==> src/rtl/llc_stat_irq.sv <==
// Status latch, received-message counter and CPU interrupt for the LLC.
// The interrupt is a level signal with an acknowledge handshake and a deassert hold-off.
//
// state      | meaning
// -----------+--------------------------------------------------------------
// ST_IDLE    | irq low, waiting for an enabled status bit
// ST_ASSERT  | irq high until ack or until every pending bit is masked off
// ST_HOLD    | irq forced low after ack while the hold-off counter runs down
module llc_stat_irq #(
   parameter int CNTW    = 8,
   parameter int HOLDOFF = 2
) (
   input  logic            clock,
   input  logic            reset,
   input  logic            resetall,
   input  logic            activgreg,
   input  logic            activrreg,
   input  logic            sucftrano,
   input  logic            sucfrecvo,
   input  logic            overflowo,
   input  logic [2:0]      irqen,
   input  logic            ack,
   input  logic [2:0]      clr_mask,
   output logic            sucftranr,
   output logic            sucfrecvr,
   output logic            overflowr,
   output logic [CNTW-1:0] rxcount,
   output logic            irq
);

   localparam int HW = (HOLDOFF < 1) ? 1 : $clog2(HOLDOFF + 1);
   localparam logic [CNTW-1:0] RX_MAX = '1;

   typedef enum logic [1:0] {
      ST_IDLE   = 2'd0,
      ST_ASSERT = 2'd1,
      ST_HOLD   = 2'd2
   } state_t;

   state_t          state_q, state_d;
   logic [HW-1:0]   hold_q, hold_d;
   logic [2:0]      stat_q, stat_d;
   logic [CNTW-1:0] rx_q, rx_d;
   logic            rreg_q, rreg_d;
   logic            irq_q, irq_d;

   logic rst;
   logic rx_rise;
   logic pending;

   assign rst     = reset | ~resetall;
   assign rx_rise = activrreg & ~rreg_q;
   assign pending = |(stat_q & irqen);

   // Set is applied after clear so a same-cycle set/clear leaves the bit set.
   always_comb begin
      stat_d = stat_q;
      if (ack) begin
         stat_d = stat_d & ~clr_mask;
      end
      if (activgreg) begin
         stat_d = stat_d | {overflowo, sucfrecvo, sucftrano};
      end
   end

   always_comb begin
      rreg_d = activrreg;
      rx_d   = rx_q;
      if (ack && clr_mask[1]) begin
         rx_d = rx_rise ? {{(CNTW-1){1'b0}}, 1'b1} : '0;
      end else if (rx_rise && (rx_q != RX_MAX)) begin
         rx_d = rx_q + {{(CNTW-1){1'b0}}, 1'b1};
      end
   end

   always_comb begin
      state_d = state_q;
      hold_d  = hold_q;
      case (state_q)
         ST_IDLE: begin
            if (pending) begin
               state_d = ST_ASSERT;
            end
         end
         ST_ASSERT: begin
            if (ack) begin
               if (HOLDOFF > 0) begin
                  state_d = ST_HOLD;
                  hold_d  = HW'(HOLDOFF);
               end else begin
                  state_d = ST_IDLE;
               end
            end else if (!pending) begin
               state_d = ST_IDLE;
            end
         end
         ST_HOLD: begin
            if (hold_q != '0) begin
               hold_d = hold_q - HW'(1);
            end
            // Leave on the edge where the counter steps down to 1, so irq
            // stays low for exactly HOLDOFF cycles before IDLE can re-raise it.
            if (int'(hold_q) <= 2) begin
               state_d = ST_IDLE;
               hold_d  = '0;
            end
         end
         default: begin
            state_d = ST_IDLE;
            hold_d  = '0;
         end
      endcase
      irq_d = (state_d == ST_ASSERT);
   end

   always_ff @(posedge clock) begin
      if (rst) begin
         state_q <= ST_IDLE;
         hold_q  <= '0;
         stat_q  <= '0;
         rx_q    <= '0;
         rreg_q  <= 1'b0;
         irq_q   <= 1'b0;
      end else begin
         state_q <= state_d;
         hold_q  <= hold_d;
         stat_q  <= stat_d;
         rx_q    <= rx_d;
         rreg_q  <= rreg_d;
         irq_q   <= irq_d;
      end
   end

   assign sucftranr = stat_q[0];
   assign sucfrecvr = stat_q[1];
   assign overflowr = stat_q[2];
   assign rxcount   = rx_q;
   assign irq       = irq_q;

endmodule

==> config.mk <==
export PLATFORM = sky130hd
export DESIGN_NAME = llc_stat_irq
export DESIGN_NICKNAME = d
export VERILOG_FILES = /design/src/rtl/llc_stat_irq.sv
export SDC_FILE = /design/constraint.sdc
export NUM_CORES = 1
export LEC_CHECK = 0
export ABC_AREA = 1
export CELL_PAD_IN_SITES_DETAIL_PLACEMENT = 2
export CELL_PAD_IN_SITES_GLOBAL_PLACEMENT = 2
export CORE_UTILIZATION = 22
export CTS_CLUSTER_SIZE = 16
export DETAILED_ROUTE_END_ITERATION = 10
export GPL_TIMING_DRIVEN = 0
export PLACE_DENSITY_LB_ADDON = 0.1
export SLEW_MARGIN = 20
export SYNTH_ARGS = -nofsm -noshare
export SYNTH_HDL_FRONTEND = slang
export SYNTH_SLANG_ARGS = --single-unit
==> constraint.sdc <==
create_clock -name clock -period 1.2 [get_ports clock]
set_input_delay 0.18 -clock clock [delete_from_list [all_inputs] [get_ports clock]]
set_output_delay 0.18 -clock clock [all_outputs]
set_load 0.05 [all_outputs]
==> results of run 1 <==
[power by group through the flow]
stage               combinational (mW)  sequential (mW)  clock (mW)
floorplan                       0.0592            0.619           0
global placement                 0.162            0.595           0
detailed placement               0.169            0.596           0
CTS                              0.173            0.578       0.472
global route                     0.199            0.580       0.489
finish                           0.182            0.579       0.441
[logic make-up (layout without fill, tap and decap cells)]
family / Yosys count / in the layout / share of synthesized area, %
DFF: 17 / 17 / 35.8
adders and majority gates: 6 / 6 / 7.89
and+or+nand+nor: 81 / 82 / 39.6
buffers and inverters: 23 / 59 / 9.47
AOI/OAI and AO/OA: 11 / 11 / 7.24
[cell usage in the layout (no fill, tap or decap), types with 5 or more instances in the layout]
| master | instances |
|---|---|
| clkdlybuf4s15_2 | 5 |
| nand3_1 | 6 |
| buf_2 | 6 |
| dfxtp_1 | 5 |
| inv_1 | 17 |
| nand3_2 | 6 |
| buf_4 | 6 |
| nand4_1 | 5 |
| dfxtp_2 | 8 |
| clkdlybuf4s50_1 | 13 |
| nor2_1 | 14 |
| a21oi_1 | 5 |
| nand2_1 | 37 |
[per-stage QoR]
stage	utilization [%]	instance area, sq um	TNS, ps	cells
2_1_floorplan	-	998	-217	138
3_3_place_gp	32.3	1320	-3960	214
3_5_place_dp	32.3	1320	-4470	214
4_1_cts	34.3	1400	-104	222
5_1_grt	35.7	1460	-660	225
6_report	35.7	1460	-53.3	225
[final timing paths]
path | startpoint | endpoint | slack, ps | cells after the start
setup / recovery | state_q[1]$_SDFF_PP0_ | hold_q[1]$_SDFFE_PP0P_ | -20 | 7
hold / removal | hold_q[0]$_SDFFE_PP0P_ | hold_q[0]$_SDFFE_PP0P_ | 460 | 2
setup reg to reg | state_q[1]$_SDFF_PP0_ | hold_q[1]$_SDFFE_PP0P_ | -20 | 7
hold reg to reg | hold_q[0]$_SDFFE_PP0P_ | hold_q[0]$_SDFFE_PP0P_ | 460 | 2
[worst max-delay path, cell delays in order (launching register included)]
cell     delay [ps]
dfxtp_4         390
inv_4            50
ha_4            150
inv_1            80
nor2_2           60
nor2_2          160
o21ai_1          90
a21oi_1         160
[flip-flops by register name (all words and copies together) (netlist names)]
name and cells:
rreg_q 1, state_q 2, hold_q 2, stat_q 3, irq 1, rxcount 8
[repair_timing]
| action | in CTS | in global routing |
|---|---|---|
| resized for setup | 55 | 23 |
| setup buffers | 3 | 3 |
| endpoints found under the hold margin | 0 | 0 |
| pin swaps | 6 | 7 |
| setup endpoints to repair | 25 | 16 |
| gates cloned | 1 | 0 |
[layout make-up]
type / instances / area (sq um)
fillers: 496 / 2630
multi-input cells: 99 / 611
clock buffers: 4 / 45.0
flip-flops and latches: 17 / 365
well taps: 50 / 62.6
plain buffers: 1 / 11.3
repair buffers: 32 / 278
inverters: 22 / 87.6
[metal layers]
layer	track usage [%]	vias to the layer above	wire length (microns)
li1	-	505	-
met1	17.7	493	1350
met2	26.6	25	1550
met3	4.22	5	153
met4	3.99	0	28
met5	0	-	0
==> results.yml, run 1 <==
worst_setup_path:
  arrival_ps: 1400
  critPathKind: "register to register"
  cp-end-kind: "register"
  worstPathRequired_ps: 1380
  worst-path-max-fanout: 5
  start_kind: "register"
power_and_ir_drop:
  p_sw_share_pct: 26.1
  p_leak_nw: 0.672
  total_power_mw: 1.20
  netSwitchingPower_mw: 0.314
  pwr-share-seq_pct: 48.2
  p_int_mw: 0.889
  vdd_drop_max_mv: 0.332
  p_comb_share_pct: 15.2
  p_clk_share_pct: 36.7
  power.density_mw_per_mm2: 824
drt:
  drtPass1Iterations: 3
  drtIter0Drc: 14
  avgViaCountPerCell: 4.57
  finalWirelength_microns: 3080
  wire_per_inst_microns: 13.7
  via_count: 1028
  drc: 0
  ant_nets: 0
global_routing:
  grt_max_degree: 11
  grt_usage_pct: 15.1
  antenna_found_initial: 0
  gr-total-overflow: 0
  grt_pass1_vias: 1071
  grt_pass1_wl_microns: 4960
outcome:
  status: "finished with violations"
  violations: "setup timing"
timing:
  finalClockSkew_ps: 1.02
  finalHoldViolations: 0
  relSlewSlack_pct: 81.0
  setup_viol: 4
  maxSlewViolCount: 0
  worst_slack_ps: -22.3
  fmax_ghz: 0.818
  grt_setup_unrepaired: "yes"
  tightest_slew_ps: 287
  post-route-period-util_pct: 102
  period_needed_ps: 1220
  whs_ps: 459
worst_hold_path:
  hp-class: "register to register"
yosys:
  synth_top_area_share_pct: 35.8
  async_flop_share_pct: 0
  ys_ff_latch: 17
  synth_most_common_cell: "nand2_1"
  synth_cell_type_count: 20
  synth_top_cells_by_area: "dfxtp_1 (36%), nand2_1 (16%), ha_1 (7.9%), inv_1 (7.9%), nor2_1 (6.7%)"
  synth-edff-count: 0
  synth-main-ff-cell: "dfxtp_1"
  netlist_area_sq_um: 951
  yosysSeqAreaShare_pct: 35.8
  yosys-top-cells-count: "nand2_1 (41), inv_1 (20), dfxtp_1 (17), nor2_1 (17), nand3_1 (11)"
  syn-instance-count: 138
  synth.net_count: 159
  yosysTopAreaCell: "dfxtp_1"
  yosys_warnings: 0
  syn_area_per_cell_sq_um: 6.89
placed_design:
  numPortBuffers: 26
  dpl.hpwl_microns: 2340
  place_ws_ps: -321
  gp_congestion: 0.773
finish:
  nets: 197
  area_growth_pct: 53.6
  insertedDiodeCount: 0
  layout-drive-gt1-share_pct: 36.6
cts:
  cts_buffers: 3
  insertion_delay_ps: 250
  clockBufferDepth: 2
  tritoncts_num_sinks: 17
  cts_tree: "done"
  htree_levels: 1
  clk_pin_slew_ps: 70
  root_buffer: "clkbuf_8"
  holdBufCountCts: 0
floorplan:
  die-area_sq_mm: 0.00459
  start_util_pct: 23.3
  boundaryPins: 27
  die_y_microns: 67.7
  coreArea_sq_mm: 0.00409
  die_w_microns: 67.7
  std_cell_rows: 23
job:
  cap_violations: 0
(Power assumes the default switching activity.)
==> run 2: changes to the inputs <==
--- a/config.mk
+++ b/config.mk
@@ -8,6 +8,7 @@
 export ABC_AREA = 1
 export CELL_PAD_IN_SITES_DETAIL_PLACEMENT = 2
 export CELL_PAD_IN_SITES_GLOBAL_PLACEMENT = 2
+export CORE_MARGIN = 2
 export CORE_UTILIZATION = 22
 export CTS_CLUSTER_SIZE = 16
 export DETAILED_ROUTE_END_ITERATION = 10
==> run 2 against run 1 <==
The run still ends with setup timing left. Critical path depth is 1 higher. Sequential share of layout area is 0.34 points lower. Routed wire length is 0.45% higher. Cell count is 0.44% higher. Global-route usage is 2.2 points lower.
==> results.yml, run 2 (synthesis gave the netlist of run 1 again) <==
drt:
  ant_nets: 0
  finalWirelength_microns: 3090
  met1_length_microns: 1400
  wl_met3_microns: 128
  wl_met2_microns: 1550
  avgViaCountPerCell: 4.50
  via_count: 1016
  top_layer_used: "met4"
  drtPass1Iterations: 2
  drc: 0
  drtIter0Drc: 16
  wire_per_inst_microns: 13.7
timing:
  post-route-period-util_pct: 102
  maxSlewViolCount: 0
  finalHoldViolations: 0
  period_needed_ps: 1220
  relSlewSlack_pct: 80.9
  setup-tns-final_ps: -40.7
  grt_setup_unrepaired: "yes"
  worst_slack_ps: -19.2
  finalClockSkew_ps: 4.90
  tightest_slew_ps: 287
  setup_viol: 5
  fmax_ghz: 0.820
floorplan:
  die_w_microns: 69.7
  std_cell_rows: 23
  die-area_sq_mm: 0.00486
  boundaryPins: 27
  coreArea_sq_mm: 0.00409
  die_y_microns: 69.7
  start_util_pct: 23.3
power_and_ir_drop:
  power.density_mw_per_mm2: 823
  p_leak_nw: 0.665
  vdd_drop_max_mv: 0.562
worst_setup_path:
  r2r-start: "rxcount[0]$_SDFFE_PP0P_"
  cp-end-kind: "register"
  worstPathRequired_ps: 1340
  start_kind: "register"
  arrival_ps: 1360
  r2r_slack_ps: -20
  critPathKind: "register to register"
  worst-path-max-fanout: 5
  ff2ff_path_depth: 8
  r2r-end: "rxcount[4]$_SDFFE_PP0P_"
finish:
  area_growth_pct: 54.6
  layout-drive-gt1-share_pct: 37.5
  insertedDiodeCount: 0
  num-fill-cells: 487
  layout_commonest_cell: "nand2_1"
  final_area_sq_mm: 0.00147
  final_cells: 226
  mostFrequentLayoutCells: "nand2_1 (36), inv_1 (16), nor2_1 (14), clkdlybuf4s50_1 (13), dfxtp_2 (9)"
  nets: 198
  multiInputGateArea_sq_um: 617
  largest_reg_flops: 8
  regArea_sq_um: 363
cts:
  clockBufferDepth: 2
  htree_levels: 1
  cts_buffers: 3
  cts_tree: "done"
  tritoncts_num_sinks: 17
  clk_pin_slew_ps: 70
  insertion_delay_ps: 250
  root_buffer: "clkbuf_8"
placed_design:
  dp.cells: 214
  place_ws_ps: -322
  numPortBuffers: 26
  gp_congestion: 0.786
  dpl.hpwl_microns: 2330
  placed_area_sq_mm: 0.00132
global_routing:
  grt_max_degree: 11
  grt_pass1_wl_microns: 5060
  gr-total-overflow: 0
  grt_usage_pct: 12.9
  antenna_found_initial: 0
  grt_pass1_vias: 1113
worst_hold_path:
  hp-start: "stat_q[1]$_SDFF_PP0_"
  hold_depth: 1
  hp-class: "register to register"
  min_to: "stat_q[1]$_SDFF_PP0_"
outcome:
  status: "finished with violations"
  violations: "setup timing"
job:
  cap_violations: 0
[run 2: layout make-up]
cell class / instances / area share, %
multi-input cells: 99 / 42.0
flip-flops and latches: 17 / 24.7
repair buffers: 33 / 19.7
inverters: 22 / 5.62
well taps: 50 / 4.26
clock buffers: 4 / 3.06
plain buffers: 1 / 0.766
[run 2: critical path: stages, from the launching register on]
cell and delay [ps]:
dfxtp_4 380, ha_4 150, nand2_4 60, nor2_4 170
nand2_4 110, nand3_2 80, nand2_1 60, nand2_1 60
nor2_1 40
[run 2: timing repair]
item,4_1_cts,5_1_grt
cloned,1,0
hold buffers,0,0
setup endpoints to repair,25,16
gates resized for setup,60,17
pin swaps,6,3
setup buffers,4,3
[run 2: worst max path at each step]
stage                             from                 endpoint  slack, ps
3_3_place_gp                       ack     stat_q[1]$_SDFF_PP0_       -320
4_1_cts        rxcount[0]$_SDFFE_PP0P_  rxcount[4]$_SDFFE_PP0P_        -40
6_report       rxcount[0]$_SDFFE_PP0P_  rxcount[4]$_SDFFE_PP0P_        -20
2_1_floorplan  rxcount[1]$_SDFFE_PP0P_  rxcount[2]$_SDFFE_PP0P_        -40
5_1_grt        rxcount[0]$_SDFFE_PP0P_  rxcount[5]$_SDFFE_PP0P_       -130
3_5_place_dp                       ack     stat_q[1]$_SDFF_PP0_       -320
[run 2: per-stage QoR]
step | util, % | hold slack, ps | power (mW)
floorplan | - | 313 | 0.678
global placement | 32.3 | 432 | 0.757
detailed placement | 32.3 | 459 | 0.763
CTS | 34.4 | 471 | 1.22
global route | 36.0 | 501 | 1.28
finish | 36.0 | 479 | 1.21
[run 2: routing by layer]
metal  up-vias  track usage [%]
li1        511                -
met3         2             3.05
met2        24             22.0
met4         0             2.56
met5         -                0
met1       479             16.6
[run 2: power by group]
group | internal (mW) | switching (mW)
sequential | 0.570 | 0.00946
clock | 0.236 | 0.205
combinational | 0.0897 | 0.0997
==> run 3: changes to the inputs <==
--- a/config.mk
+++ b/config.mk
@@ -12,7 +12,7 @@
 export CORE_UTILIZATION = 22
 export CTS_CLUSTER_SIZE = 16
 export DETAILED_ROUTE_END_ITERATION = 10
-export GPL_TIMING_DRIVEN = 0
+export GPL_TIMING_DRIVEN = 1
 export PLACE_DENSITY_LB_ADDON = 0.1
 export SLEW_MARGIN = 20
 export SYNTH_ARGS = -nofsm -noshare
==> constraint.sdc (replaced) <==
create_clock -name clock -period 1.2 [get_ports clock]
set_input_delay 0.18 -clock clock [delete_from_list [all_inputs] [get_ports clock]]
set_output_delay 0.18 -clock clock [all_outputs]
set_load 0.005 [all_outputs]
==> run 3 against run 2 <==
Via count increased by 9.0%. Cell count increased by 7.5%. Highest routed layer unchanged. Total power increased by 0.14%. Fmax decreased by 7.7%. Utilization increased by 5.0 points. Register-to-register slack got worse by 100 ps. Combinational power increased by 3%. Largest cell class unchanged. Setup slack got worse by 100 ps. Die area unchanged. Cell area increased by 14%. Sequential power decreased by 1%. The flow still finishes with violations (setup timing).
==> results.yml, run 3 (synthesis gave the netlist of run 1 again) <==
worst_setup_path:
  crit_start: "rxcount[1]$_SDFFE_PP0P_"
  worst_path_largest_cell_delay_ps: 330
  ff2ff_path_depth: 7
  critPathSlowestCell: "dfxtp_2"
  r2r_slack_ps: -120
  start_kind: "register"
  path_buf_inv: 1
  critPathKind: "register to register"
  r2r-end: "rxcount[0]$_SDFFE_PP0P_"
  worst-path-max-fanout: 4
  worstPathRequired_ps: 1340
  path_depth: 7
  cp-end-kind: "register"
  r2r-start: "rxcount[1]$_SDFFE_PP0P_"
  arrival_ps: 1460
  crit_family: "simple AND/OR/NAND/NOR gates"
  path_cells: "buf_6, ha_4, nand2_4, nor2_4, nand3_1, a22oi_2, nor2_1"
global_routing:
  use_met3_pct: 2.91
  grt_pass1_vias: 1274
  grt_pass1_wl_microns: 6090
  gr-total-overflow: 0
  top_usage_layer: "met2"
  grt_usage_pct: 15.9
  met2_usage_pct: 30.2
  use_met1_pct: 17.8
  antenna_found_initial: 0
  grt_max_degree: 14
timing:
  fmax_ghz: 0.757
  finalHoldViolations: 0
  relSlewSlack_pct: 85.3
  tightest_slew_ps: 220
  finalClockSkew_ps: 9.19
  setup-tns-final_ps: -515
  maxSlewViolCount: 0
  worst_slack_ps: -121
  setup_viol: 8
  period_needed_ps: 1320
  grt_setup_unrepaired: "yes"
  post-route-period-util_pct: 110
drt:
  via_count: 1107
  drtPass1Iterations: 4
  drtIter0Drc: 21
  finalWirelength_microns: 3840
  ant_nets: 0
  drc: 0
  avgViaCountPerCell: 4.56
  wire_per_inst_microns: 15.8
power_and_ir_drop:
  vdd_drop_max_mv: 0.428
  p_leak_nw: 0.806
  power.density_mw_per_mm2: 723
  total_power_mw: 1.21
cts:
  clk_pin_slew_ps: 70
  tritoncts_num_sinks: 17
  htree_levels: 1
  holdBufCountCts: 0
  insertion_delay_ps: 250
  cts_tree: "done"
  clockBufferDepth: 2
  cts_buffers: 3
  root_buffer: "clkbuf_8"
worst_hold_path:
  hp-start: "stat_q[2]$_SDFF_PP0_"
  hp-class: "register to register"
  hold_depth: 2
  min_to: "stat_q[2]$_SDFF_PP0_"
placed_design:
  numPortBuffers: 26
  place_ws_ps: -186
  dpl.hpwl_microns: 2570
  gp_congestion: 0.740
  placed_area_sq_mm: 0.00139
outcome:
  status: "finished with violations"
  violations: "setup timing"
finish:
  area_growth_pct: 76.2
  insertedDiodeCount: 0
  layout_commonest_cell: "nand2_1"
  layout-drive-gt1-share_pct: 40.9
  nets: 215
  final_area_sq_mm: 0.00168
  num-fill-cells: 462
  mostFrequentLayoutCells: "nand2_1 (37), buf_4 (22), inv_1 (18), clkdlybuf4s50_1 (14), nor2_1 (11)"
  largest_reg_flops: 8
floorplan:
  die_y_microns: 69.7
  start_util_pct: 23.3
  die_w_microns: 69.7
  die-area_sq_mm: 0.00486
  std_cell_rows: 23
  coreArea_sq_mm: 0.00409
  boundaryPins: 27
job:
  cap_violations: 0
run 3: changes by cell type in the layout (fill, tap and decap cells not counted), sizes merged:
cell / previous run / this run
clkdlybuf4s50: 13 / 14
dlygate4sd2: 1 / 10
clkdlybuf4s15: 4 / 1
buf: 13 / 25
clkdlybuf4s18: 2 / 0
run 3: tightest hold or removal path, stage by stage, from the launching register on:
cell and delay [ps]:
dfxtp_2 330, nand2_1 60, a21oi_1 50
run 3: where the power goes:
part / switching (mW) / total, mW / internal [mW]
combinational: 0.0892 / 0.194 / 0.105
sequential: 0.00909 / 0.572 / 0.563
clock: 0.210 / 0.445 / 0.236
total: 0.308 / 1.21 / 0.903
run 3: layout make-up:
cell class                      instances  area, sq um  area share, %
Inverter                               22         82.6           4.93
Multi-Input combinational cell         99          663           39.6
Clock buffer                            4         45.0           2.69
Timing Repair Buffer                   51          450           26.9
Tap cell                               50         62.6           3.73
Sequential cell                        17          372           22.2
run 3: timing repair:
item                                    CTS  global route
gates resized for setup                  43            26
buffers inserted                          7             4
cloned                                    1             0
endpoints found under the setup margin   23            13
pin swaps                                 6             8
run 3: routing by layer:
layer / vias to the layer above / routed length [microns]
li1: 542 / -
met3: 2 / 118
met4: 0 / 21
met1: 541 / 1630
met5: - / 0
met2: 22 / 2070
run 3: how the worst max path moves through the flow:
stage	slack (ps)	to
after global routing	-190	rxcount[0]$_SDFFE_PP0P_
after CTS	-100	rxcount[7]$_SDFFE_PP0P_
after floorplan	4	rxcount[3]$_SDFFE_PP0P_
after detailed placement	-190	state_q[1]$_SDFF_PP0_
final	-120	rxcount[0]$_SDFFE_PP0P_
after global placement	-90	irq$_SDFF_PP0_
run 3: per-stage QoR:
stage / cells / util (%) / hold WS [ps]
floorplan: 138 / - / 320
global placement: 227 / 34.0 / 432
detailed placement: 227 / 34.0 / 465
CTS: 239 / 38.2 / 484
global route: 243 / 41.0 / 499
finish: 243 / 41.0 / 472
